**config.mk**
```make
export PLATFORM = sky130hd
export DESIGN_NAME = string_avalon_master
export DESIGN_NICKNAME = d
export VERILOG_FILES = /design/src/rtl/string_avalon_master.sv
export SDC_FILE = /design/constraint.sdc
export NUM_CORES = 1
export LEC_CHECK = 0
export BUFFER_PORTS_ARGS = -buffer_cell sky130_fd_sc_hd__buf_2
export CORE_ASPECT_RATIO = 1.4
export CORE_MARGIN = 1
export CORE_UTILIZATION = 23
export DETAILED_ROUTE_END_ITERATION = 7
export SLEW_MARGIN = 20
export SYNTH_ARGS = -nofsm -noshare
export SYNTH_HDL_FRONTEND = slang
export SYNTH_SLANG_ARGS = --single-unit
```
**constraint.sdc**
```tcl
create_clock -name i_clk -period 2 [get_ports i_clk]
set_input_delay 0.1 -clock i_clk [delete_from_list [all_inputs] [get_ports i_clk]]
set_output_delay 0.1 -clock i_clk [all_outputs]
set_load 0.05 [all_outputs]
```
**src/rtl/string_avalon_master.sv**
```systemverilog
// string_avalon_master
//   Avalon-MM master that sequences one String HW Accelerator operation per
//   command: it writes A, B and the control word with go set, then polls the
//   control register until done is seen, reads the result, clears go, and
//   presents the result on the response port.
//
//   Optional build macro: STRING_MASTER_TIMEOUT_EN
//     When defined, polling is bounded by TIMEOUT_CYCLES. On expiry the
//     master still clears go, and it returns 32'hFFFF_FFFF with o_rsp_error=1.
//     When undefined, polling is unbounded and o_rsp_error stays 0.
//
//   Parameters
//     READ_LATENCY   cycles from read strobe to valid slave readdata (1..4)
//     POLL_GAP       idle cycles between control-register polls (0..15)
//     TIMEOUT_CYCLES poll budget in cycles (timeout build only)
//
//   Ports
//     i_clk, i_reset          clock, synchronous active-low reset
//     i_cmd_valid/o_cmd_ready command handshake (ready only while idle)
//     i_cmd_index/length/a/b  operation index, length field, string A, string B
//     o_rsp_valid/i_rsp_ready response handshake
//     o_rsp_data, o_rsp_error result word, timeout flag
//     o_address, o_chipselect, o_write, o_read, o_writedata, i_readdata
//                             Avalon-MM master port (all outputs registered)
module string_avalon_master #(
  parameter int READ_LATENCY   = 1,
  parameter int POLL_GAP       = 4,
  parameter int TIMEOUT_CYCLES = 1024
) (
  input  logic        i_clk,
  input  logic        i_reset,
  input  logic        i_cmd_valid,
  output logic        o_cmd_ready,
  input  logic [2:0]  i_cmd_index,
  input  logic [2:0]  i_cmd_length,
  input  logic [31:0] i_cmd_a,
  input  logic [31:0] i_cmd_b,
  output logic        o_rsp_valid,
  input  logic        i_rsp_ready,
  output logic [31:0] o_rsp_data,
  output logic        o_rsp_error,
  output logic [2:0]  o_address,
  output logic        o_chipselect,
  output logic        o_write,
  output logic        o_read,
  output logic [31:0] o_writedata,
  input  logic [31:0] i_readdata
);

`ifdef STRING_MASTER_TIMEOUT_EN
  localparam bit TMO_EN = 1'b1;
`else
  localparam bit TMO_EN = 1'b0;
`endif

  localparam logic [2:0] ADDR_A    = 3'd0;
  localparam logic [2:0] ADDR_B    = 3'd1;
  localparam logic [2:0] ADDR_CTRL = 3'd2;
  localparam logic [2:0] ADDR_RES  = 3'd3;

  // Cycle index (within a wait state) at which readdata is valid, and the
  // index at which the post-poll gap is over.
  localparam logic [4:0]  RD_LAST  = 5'(READ_LATENCY - 1);
  localparam logic [4:0]  GAP_LAST = 5'(READ_LATENCY - 1 + POLL_GAP);
  localparam logic [31:0] TMO_LAST = 32'(TIMEOUT_CYCLES - 1);

  typedef enum logic [3:0] {
    S_IDLE, S_WR_A, S_WR_B, S_WR_GO, S_POLL_RD, S_POLL_WAIT,
    S_RES_RD, S_RES_WAIT, S_CLR_GO, S_RESP
  } state_t;

  state_t      r_state, w_next;
  logic [4:0]  r_wcnt;
  logic [31:0] r_tcnt;
  logic [2:0]  r_idx, r_len;
  logic [31:0] r_b;
  logic        r_cmd_ready, r_rsp_valid, r_rsp_error;
  logic [31:0] r_rsp_data;
  logic [2:0]  r_address;
  logic        r_chipselect, r_write, r_read;
  logic [31:0] r_writedata;

  logic        w_accept, w_done, w_tmo, w_rd_due;
  logic        w_write, w_read;
  logic [2:0]  w_addr;
  logic [31:0] w_wdata;

  assign w_accept = (r_state == S_IDLE) && r_cmd_ready && i_cmd_valid;
  assign w_rd_due = (r_wcnt == RD_LAST);

  // Next state plus the Avalon signals for the state being entered; those
  // are registered so each strobe lines up with its state.
  always_comb begin
    w_next  = r_state;
    w_done  = 1'b0;
    w_tmo   = 1'b0;
    w_write = 1'b0;
    w_read  = 1'b0;
    w_addr  = 3'd0;
    w_wdata = 32'd0;

    case (r_state)
      S_IDLE:    if (w_accept) w_next = S_WR_A;
      S_WR_A:    w_next = S_WR_B;
      S_WR_B:    w_next = S_WR_GO;
      S_WR_GO:   w_next = S_POLL_RD;
      S_POLL_RD: w_next = S_POLL_WAIT;
      S_POLL_WAIT: begin
        // readdata is only meaningful on the due cycle; after that we are
        // just spacing out the polls.
        if (w_rd_due && i_readdata[0]) begin
          w_done = 1'b1;
          w_next = S_RES_RD;
        end else if (r_wcnt >= GAP_LAST) begin
          w_next = S_POLL_RD;
        end
      end
      S_RES_RD:   w_next = S_RES_WAIT;
      S_RES_WAIT: if (w_rd_due) w_next = S_CLR_GO;
      S_CLR_GO:   w_next = S_RESP;
      S_RESP:     if (i_rsp_ready) w_next = S_IDLE;
      default:    w_next = S_IDLE;
    endcase

    // A done seen on the same cycle wins over the timeout.
    if (TMO_EN && (r_state == S_POLL_RD || r_state == S_POLL_WAIT) &&
        !w_done && (r_tcnt >= TMO_LAST)) begin
      w_tmo  = 1'b1;
      w_next = S_CLR_GO;
    end

    case (w_next)
      S_WR_A: begin
        // Only reachable from IDLE, so A goes straight from the port.
        w_write = 1'b1;
        w_addr  = ADDR_A;
        w_wdata = i_cmd_a;
      end
      S_WR_B: begin
        w_write = 1'b1;
        w_addr  = ADDR_B;
        w_wdata = r_b;
      end
      S_WR_GO: begin
        w_write = 1'b1;
        w_addr  = ADDR_CTRL;
        w_wdata = {24'd0, r_len, r_idx, 2'b10};
      end
      S_POLL_RD: begin
        w_read = 1'b1;
        w_addr = ADDR_CTRL;
      end
      S_RES_RD: begin
        w_read = 1'b1;
        w_addr = ADDR_RES;
      end
      S_CLR_GO: begin
        w_write = 1'b1;
        w_addr  = ADDR_CTRL;
        w_wdata = {24'd0, r_len, r_idx, 2'b00};
      end
      default: ;
    endcase
  end

  always_ff @(posedge i_clk) begin
    if (!i_reset) begin
      r_state      <= S_IDLE;
      r_wcnt       <= 5'd0;
      r_tcnt       <= 32'd0;
      r_idx        <= 3'd0;
      r_len        <= 3'd0;
      r_b          <= 32'd0;
      r_cmd_ready  <= 1'b0;
      r_rsp_valid  <= 1'b0;
      r_rsp_error  <= 1'b0;
      r_rsp_data   <= 32'd0;
      r_address    <= 3'd0;
      r_chipselect <= 1'b0;
      r_write      <= 1'b0;
      r_read       <= 1'b0;
      r_writedata  <= 32'd0;
    end else begin
      r_state <= w_next;

      // Restarts on every state change, saturates instead of wrapping.
      if (w_next != r_state)   r_wcnt <= 5'd0;
      else if (r_wcnt != '1)   r_wcnt <= r_wcnt + 5'd1;

      if (r_state == S_WR_GO)
        r_tcnt <= 32'd0;
      else if ((r_state == S_POLL_RD || r_state == S_POLL_WAIT) && r_tcnt != '1)
        r_tcnt <= r_tcnt + 32'd1;

      if (w_accept) begin
        r_idx       <= i_cmd_index;
        r_len       <= i_cmd_length;
        r_b         <= i_cmd_b;
        r_rsp_error <= 1'b0;
      end

      if (r_state == S_RES_WAIT && w_rd_due)
        r_rsp_data <= i_readdata;

      if (w_tmo) begin
        r_rsp_data  <= 32'hFFFF_FFFF;
        r_rsp_error <= 1'b1;
      end

      r_cmd_ready  <= (w_next == S_IDLE);
      r_rsp_valid  <= (w_next == S_RESP);
      r_address    <= w_addr;
      r_chipselect <= w_write | w_read;
      r_write      <= w_write;
      r_read       <= w_read;
      r_writedata  <= w_wdata;
    end
  end

  assign o_cmd_ready  = r_cmd_ready;
  assign o_rsp_valid  = r_rsp_valid;
  assign o_rsp_data   = r_rsp_data;
  assign o_rsp_error  = r_rsp_error;
  assign o_address    = r_address;
  assign o_chipselect = r_chipselect;
  assign o_write      = r_write;
  assign o_read       = r_read;
  assign o_writedata  = r_writedata;

endmodule

```
==> metrics.md, run 1 <==
| Metric | Value |
|---|---|
| Status | finished clean |
| HPWL Detailed | 8.94 mm |
| GP Congestion | 0.816 |
| Most frequent cells in the layout | buf_2 (176), nand2_1 (149), dfxtp_1 (116) |
| First-pass GRT wire length | between 20 and 25 mm |
| VDD IR-drop max | approximately 0.49 mV |
| Setup TNS | 0 ns |
| Syn-to-layout area delta | 58.5% |
| Most common cell after layout, fill and taps aside | buf_2 |
| Core area | roughly 20000 sq um |
| Htree depth | 4 |
| Fmax achieved | slightly above 0.5 GHz |
| Top_reg_cell synth | dfxtp_1 |
| RR Startpoint | r_wcnt[0] |
| Clk buf depth | 2 |
| Mapped cell area | approximately 4700 sq um |
| Adder-Cell Fraction of Synth Area | less than 1% |
| Vias per cell | roughly 4.4 |
| Routed length per instance | ~13 um |
| All-Layer GR Usage | between 10% and 20% |
| Synthesized flop and latch total | between 100 and 150 |
| Synth area leader | dfxtp_1 |
| Slew Limit Fails | 0 |
| Number of global-route vias before repair | 4667 |
| Synth async-reset ratio | 0% |
| Starting DRT DRC Count | roughly 140 |
| Mapped Cells | 521 |
| Die W | approximately 120 um |
| Placed Cells | between 900 and 1000 |
| Post-synth top area share | approximately half |
| I/O Buffers | 176 |
| CTS buffer count | 17 |
| Vias | between 4000 and 5000 |
| CP Capture Type | flip-flop |
| Clk pin slew, worst setup/hold paths | roughly 0.060 ns |
| Num rows | 61 |
| Die Ht | 172 um |
| Initial DRT Pass Iterations | 4 |
| Pre-CTS WS | roughly 0.06 ns |
| Initial core utilization | about a quarter |
| Cell variety after synth | 52 |
| Arrival time worst endpoint | between 2 and 2.5 ns |
| DR DRC count | 0 |
| Fillers | ~2000 |
| Hold_ws | around 0.013 ns |
| Total power | around 6.9 mW |
| CP startpoint | r_wcnt[0] |
| Top cells by area, synth | dfxtp_1 (50%), nand2_1 (12%), a21boi_1 (6.7%) |
| Mux contribution to synthesized area | 0.476% |
| Worst Hold Launch | i_cmd_a[2] |
| Sequential-to-total area share from yosys stat | roughly 50% |
| Hold Crit Class | primary input to flip-flop |
| Final setup margin | roughly 0.067 ns |
| CTS Sinks | about 120 |
| Final cell count without fillers | between 1000 and 1500 |
| Post-DRT Antenna Nets | 0 |
| Final period utilization | 96.6% |
| Compound-Gate Fraction of Synth Area | 20.9% |
| Share of cells above drive strength 1 | between 20% and 30% |
| Synthesis Warnings | 0 |
| Clock Latency Late Sink | around 0.42 ns |
| Post-synthesis average cell area | 9.08 sq um |
| Simple-gate area share of the yosys netlist | about 21% |
| CP Data Required Time | roughly 2.3 ns |
| Initial antenna violation count | 1 |
| Die ar. | between 20000 and 25000 sq um |
| Final hold vios | 0 |
| Crit start category | flip-flop |
| Leak Pwr | 3.17 nW |
| Setup Buffers After CTS | 0 |
| Min Clock Period, post-route | slightly below 2 ns |
| I/O Pins | about 180 |
| Worst Clk Skew | a little over 0.008 ns |
| Worst-path fanout max | 7 |
| Main combinational cell family by area after synthesis | simple AND/OR/NAND/NOR gates |
| Max-Cap Viols | 0 |
| Pin count of the biggest net entering global routing | between 50 and 60 |
| Xor and xnor area share after synthesis | less than 1% |
| Post-synth EDFFs | 0 |
| CTS tree | yes |
| Setup violators final | 0 |
| Crit Path Class | flip-flop to flip-flop |
| Nets | approximately 900 |
| GR Overflow Total | 0 |
| Pwr dens | around 900 nW/um^2 |
| Post-Route WL | 14.3 mm |
| Root buffer cell | clkbuf_16 |
## flip-flops by register name, summed over array words and instances (netlist names)
signal / flops
o_address: 2
o_cmd_ready: 1
o_write: 1
r_len: 3
r_b: 32
o_read: 1
r_state: 4
o_chipselect: 1
o_rsp_valid: 1
r_idx: 3
r_wcnt: 5
o_rsp_data: 32
o_writedata: 32
## path summary, 6_finish.rpt
path / cells after the start / end / slack (ns)
max: 7 / r_wcnt[3] / 0.07
min: 3 / o_writedata[2] / 0.01
max reg2reg: 7 / r_wcnt[3] / 0.07
min reg2reg: 2 / r_b[24] / 0.45
## kinds of logic (layout without fill, tap and decap cells)
kind of cell	Yosys count	count (layout)
simple gates	219	219
xor+xnor	3	3
other cells	1	3
fa+ha+maj	3	3
compound gates	130	130
mux	2	2
flops	118	118
buf+inv	45	335
## power breakdown
| part | switching, mW | internal (mW) |
|---|---|---|
| logic | 0.842 | 0.610 |
| registers | 0.0968 | 2.52 |
| clock network | 1.08 | 1.79 |
## synth_stat cells, types with 2 or more instances
master	n
nor2_1	4
a222oi_1	6
nor3_1	3
dfxtp_1	118
a211oi_1	4
nor4_1	3
inv_1	4
a21boi_1	42
buf_4	3
a22oi_1	25
nor2b_1	35
buf_6	11
and3_1	4
a21oi_1	7
mux2_2	2
nand2_1	150
clkbuf_1	19
or2_1	2
a41o_1	2
o21ai_1	2
and2_1	3
a21boi_0	29
buf_2	8
ha_1	3
nand4_1	3
xnor2_1	2
nand3b_1	2
## final cells by class
class / count / area (sq um) / share of cell area (%)
diodes: 1 / 2.50 / 0.0334
well taps: 252 / 315 / 4.21
repair buffers: 300 / 2090 / 27.9
clock buffers: 23 / 478 / 6.38
flip-flops and latches: 118 / 2360 / 31.6
multi-input cells: 359 / 2150 / 28.7
inverters: 4 / 15.0 / 0.200
clock inverters: 8 / 75.1 / 1.00
## routing by layer
layer / vias up / track usage [%] / routed length [um] / part of all wire, %
met5: - / 0 / 0 / 0
met4: 0 / 8.22 / 479 / 3.3
met3: 31 / 4.21 / 824 / 5.7
met2: 152 / 23.8 / 7070 / 49
met1: 2142 / 14.7 / 5960 / 42
li1: 2332 / - / - / -
## per-stage QoR
stage	instance area (sq um)	utilization, %
6_report	7490	37.5
5_1_grt	7490	37.5
4_1_cts	7440	37.2
3_5_place_dp	5870	29.3
3_3_place_gp	5870	29.3
2_1_floorplan	4730	-
## worst max-delay path: stages (launching register included)
cell       delay [ns]
dfxtp_2          0.34
inv_1            0.07
ha_2             0.20
or4b_4           0.50
nand2_4          0.11
o22a_1           0.20
nand2_4          0.10
a2111oi_4        0.33
## repair_timing
action | CTS | global route
setup endpoints to repair | 0 | 16
hold buffers | 102 | 0
gates resized for setup | 0 | 10
hold endpoints to repair | 102 | 0
Note: power is estimated with default switching activity, not from simulation.
==> run 2, diff against run 1 <==
Settings changed: CELL_PAD_IN_SITES_DETAIL_PLACEMENT set to 0, CELL_PAD_IN_SITES_GLOBAL_PLACEMENT set to 1, PLACE_DENSITY_LB_ADDON set to 0.1, TNS_END_PERCENT set to 1.
==> run 2 against run 1 <==
  * Register-to-register slack improved by 0.04 ns
  * Sequential power about the same
  * Via count shrank 0.67%
  * Clock skew decreased by 0.0013 ns
  * Clock power is 12% higher
  * Largest power group unchanged
  * Combinational power hardly changed
  * Global-route usage rose by 0.63 points
==> metrics.md, run 2 (synthesis results as in run 1) <==
| Metric | Value |
|---|---|
| Slew Limit Fails | 0 |
| Final hold vios | 0 |
| Core Util, Final | 38.0% |
| Crit Path Class | flip-flop to flip-flop |
| Max-Cap Viols | 0 |
| I/O Pins | around 180 |
| Status | finished clean |
| Pre-CTS WS | between 0.03 and 0.04 ns |
| Number of global-route vias before repair | around 4600 |
| Hold Crit Class | primary input to flip-flop |
| Die Ht | around 170 um |
| Final setup margin | a little over 0.1 ns |
| HPWL Detailed | between 9 and 10 mm |
| Sw Pwr | just over 2 mW |
| Clock share of power | approximately 44% |
| Int Pwr | 5.26 mW |
| Most frequent cells in the layout | buf_2 (176), nand2_1 (149), dfxtp_1 (117) |
| Vias per cell | 4.34 |
| Worst-path fanout max | 6 |
| Leak Pwr | 3.22 nW |
| Total power | between 7 and 8 mW |
| Combinational power share | 20.1% |
| Syn-to-layout area delta | 60.9% |
| Share of cells above drive strength 1 | between 30% and 40% |
| Clock Latency Late Sink | slightly above 0.4 ns |
| RSZ-0062 raised after global routing | no |
| Most common cell after layout, fill and taps aside | buf_2 |
| Initial antenna violation count | 1 |
| All-Layer GR Usage | between 10% and 20% |
| Max_slew headroom | 60.1% |
| DR DRC count | 0 |
| Fmax achieved | approximately 0.53 GHz |
| Final period utilization | a little over nine tenths |
| Root buffer cell | clkbuf_16 |
| Num rows | ~60 |
| I/O Buffers | between 150 and 200 |
| Clk pin slew, worst setup/hold paths | 0.05 ns |
| Pwr dens | 959 nW/um^2 |
| Pin count of the biggest net entering global routing | 40 |
| Arrival time worst endpoint | ~2.2 ns |
| Htree depth | 4 |
| First-pass GRT wire length | around 23 mm |
| CP Data Required Time | ~2.3 ns |
| Vias | about 4600 |
| Setup TNS | 0 ns |
| Worst Tran Pin Value | between 0.5 and 0.6 ns |
| Initial core utilization | between 20% and 30% |
| Clk buf depth | 2 |
| VDD IR-drop max | a little over 0.5 mV |
| Nets | between 900 and 1000 |
| CTS buffer count | 17 |
| CTS tree | yes |
| GP Congestion | a little over 0.7 |
| CP Capture Type | flip-flop |
| Min Clock Period, post-route | about 1.9 ns |
| Post-Route WL | 14.6 mm |
| Initial DRT Pass Iterations | 6 |
| Routed length per instance | approximately 14 um |
| GR Overflow Total | 0 |
| Post-DRT Antenna Nets | 0 |
| Starting DRT DRC Count | 210 |
| Seq pwr share | 36.0% |
| Net Sw Frac | between 20% and 30% |
| Die ar. | ~21000 sq um |
| Worst Clk Skew | between 0.006 and 0.007 ns |
| Crit start category | flip-flop |
| CTS Sinks | approximately 120 |
| Setup violators final | 0 |
| Die W | 123 um |
| Core area | 20000 sq um |
==> run 2: power groups by stage <==
stage / Sequential [mW] / Combinational (mW) / Clock, mW
5_1_grt: 2.64 / 1.61 / 3.43
2_1_floorplan: 2.86 / 0.671 / 0
3_3_place_gp: 2.67 / 1.27 / 0
3_5_place_dp: 2.67 / 1.28 / 0
6_report: 2.62 / 1.47 / 3.21
4_1_cts: 2.62 / 1.44 / 3.33
==> run 2: timing repair <==
item,4_1_cts,5_1_grt
resized for setup,0,9
hold buffers,101,0
hold endpoints to repair,101,0
endpoints found under the setup margin,0,7
setup buffers,0,1
==> run 2: worst paths after layout <==
| path | startpoint | cells past startpoint | slack (ns) | end |
|---|---|---|---|---|
| setup / recovery | r_wcnt[1] | 7 | 0.10 | r_wcnt[3] |
| hold / removal | i_reset | 2 | 0.04 | o_writedata[29] |
| setup reg to reg | r_wcnt[1] | 7 | 0.10 | r_wcnt[3] |
| hold reg to reg | o_rsp_data[0] | 2 | 0.45 | o_rsp_data[0] |
==> run 2: area by class of cell <==
| class | instances | area [sq um] |
|---|---|---|
| antenna | 1 | 2.50 |
| clock buffer | 19 | 443 |
| clock inverter | 12 | 179 |
| fill | 2084 | 12400 |
| inverter | 4 | 15.0 |
| multi-input combinational | 359 | 2150 |
| sequential | 118 | 2360 |
| tap | 252 | 315 |
| timing repair buffer | 302 | 2140 |
==> run 2: routing by layer <==
metal	GRT usage, %	vias to the layer above	wire [um]
li1	-	2333	-
met1	16.0	2135	6160
met2	25.5	141	7360
met3	4.41	17	873
met4	5.71	0	238
met5	0	-	0
==> run 2: critical path, stage by stage, from the launching register on <==
cell and delay [ns]:
dfxtp_1 0.33, inv_1 0.07, ha_2 0.17, or4b_4 0.49
nand2_4 0.10, o22a_1 0.20, nand2_4 0.10, a2111oi_4 0.33
==> run 2: metrics by stage <==
step / area (sq um) / instances / hold slack [ns]
after floorplan: 4730 / 522 / 0.235
after global placement: 5920 / 933 / 0.341
after detailed placement: 5920 / 933 / 0.345
after CTS: 7550 / 1065 / 0.0255
after global routing: 7610 / 1066 / 0.0449
final: 7610 / 1067 / 0.0410
==> run 3, diff against run 2 <==
Settings changed: CTS_CLUSTER_DIAMETER set to 40, SETUP_SLACK_MARGIN set to 0.2.
==> run 3 against run 2 <==
  * Critical path depth rose by 1
  * Sequential power barely moved
  * Worst hold slack worse by 0.0015 ns
  * Core utilization rose by 0.29 points
  * Final area up 0.77%
  * Sequential share of layout area fell by 0.17 points
  * Critical path type unchanged
  * Critical endpoint unchanged
==> metrics.md, run 3 (synthesis results as in run 1) <==
| Metric | Value |
|---|---|
| Multi-input logic area | approximately 2200 sq um |
| Register area | approximately 2400 sq um |
| Nets | a little over 900 |
| Clk buf depth | 2 |
| Initial core utilization | between 20% and 30% |
| All-Layer GR Usage | between 10% and 20% |
| I/O Pins | about 180 |
| Vias per cell | roughly 4.4 |
| CTS Sinks | 118 |
| CTS tree | yes |
| First-pass GRT wire length | 23.5 mm |
| Clock Latency Late Sink | between 0.4 and 0.5 ns |
| GP Congestion | 0.727 |
| Worst Clk Skew | about 0.0084 ns |
| Die Ht | roughly 170 um |
| Most common cell after layout, fill and taps aside | buf_2 |
| Clk pin slew, worst setup/hold paths | roughly 0.050 ns |
| Fmax achieved | 0.554 GHz |
| Min Clock Period, post-route | around 1.8 ns |
| Post-DRT Antenna Nets | 0 |
| CTS buffer count | 17 |
| Status | finished clean |
| Pin count of the biggest net entering global routing | 40 |
| Crit start category | flip-flop |
| Fillers | 2087 |
| Final period utilization | between 90% and 100% |
| Pre-CTS WS | just over 0.03 ns |
| Worst-path fanout max | 4 |
| I/O Buffers | approximately 180 |
| Slew Limit Fails | 0 |
| Setup TNS | 0 ns |
| HPWL Detailed | 9.89 mm |
| Post-Route WL | about 15 mm |
| Num rows | 61 |
| Vias | around 4700 |
| Pwr dens | roughly 960 nW/um^2 |
| RSZ-0062 raised after global routing | yes |
| Core area | between 15000 and 20000 sq um |
| Routed length per instance | 13.8 um |
| DR DRC count | 0 |
| Leak Pwr | between 3 and 4 nW |
| Htree depth | 4 |
| Final setup margin | between 0.15 and 0.2 ns |
| Root buffer cell | clkbuf_16 |
| Number of global-route vias before repair | around 4700 |
| CP Data Required Time | between 2 and 2.5 ns |
| CP Capture Type | flip-flop |
| Max-Cap Viols | 0 |
| Hold Crit Class | primary input to flip-flop |
| Crit Path Class | flip-flop to flip-flop |
| GR Overflow Total | 0 |
| Arrival time worst endpoint | 2.09 ns |
| Final hold vios | 0 |
| Share of cells above drive strength 1 | a little under a third |
| Initial DRT Pass Iterations | 4 |
| Most frequent cells in the layout | buf_2 (176), nand2_1 (149), dfxtp_1 (115) |
| Total power | 7.36 mW |
| VDD IR-drop max | approximately 0.51 mV |
| Initial antenna violation count | 1 |
| Setup violators final | 0 |
| Starting DRT DRC Count | roughly 200 |
| Syn-to-layout area delta | 62.2% |
| Die W | ~120 um |
| Die ar. | 21100 sq um |
## run 3: cell count changes in the layout (fill, tap and decap cells not counted), moves of 2 or more
cell     change
dfxtp_1      -2
inv_1        -2
inv_2        +2
nor2b_1      -2
nor2b_2      +2
## run 3: worst max-delay path, cell delays in order, from the launching register on
cell and delay, ns:
dfxtp_4 0.36, inv_2 0.06, ha_4 0.12, or4b_4 0.49, nand2_4 0.08, buf_4 0.11, nor2_1 0.06, a211oi_1 0.35
a2111oi_4 0.05
## run 3: metrics by stage
stage	instances	instance area [sq um]	hold WS [ns]	utilization (%)
after global routing	1067	7660	0.0449	38.3
after global placement	933	5920	0.341	29.6
after CTS	1067	7610	0.0255	38.1
after floorplan	522	4730	0.235	-
final	1068	7670	0.0395	38.3
after detailed placement	933	5920	0.345	29.6
## run 3: cell type report
| type | instances | share of cell area [%] |
|---|---|---|
| flip-flops and latches | 118 | 30.9 |
| diodes | 1 | 0.0326 |
| clock inverters | 12 | 2.33 |
| repair buffers | 303 | 28.1 |
| well taps | 252 | 4.11 |
| clock buffers | 19 | 5.78 |
| multi-input cells | 359 | 28.6 |
| inverters | 4 | 0.196 |
## run 3: repair_timing
action	4_1_cts	5_1_grt
resized for setup	11	13
setup buffers	2	0
pin swaps	6	2
hold endpoints to repair	101	0
endpoints found under the setup margin	10	47
hold buffers	101	0
## run 3: path summary, 6_finish.rpt
kind | from | end | slack, ns | depth (start not counted)
hold / removal | i_reset | o_writedata[29] | 0.04 | 2
setup reg to reg | r_wcnt[0] | r_wcnt[3] | 0.20 | 8
setup / recovery | r_wcnt[0] | r_wcnt[3] | 0.20 | 8
hold reg to reg | o_rsp_data[0] | o_rsp_data[0] | 0.45 | 2
## run 3: report_power, final
part	internal, mW	leakage, nW	switching [mW]
registers	2.52	0.958	0.113
clock network	2.11	0.295	1.10
logic	0.667	1.98	0.850
## run 3: layer usage
layer  routed length [um]  GRT usage, %
met1                 6160          16.0
met2                 7450          25.6
met4                  248          5.61
met3                  873          4.41
met5                    0             0
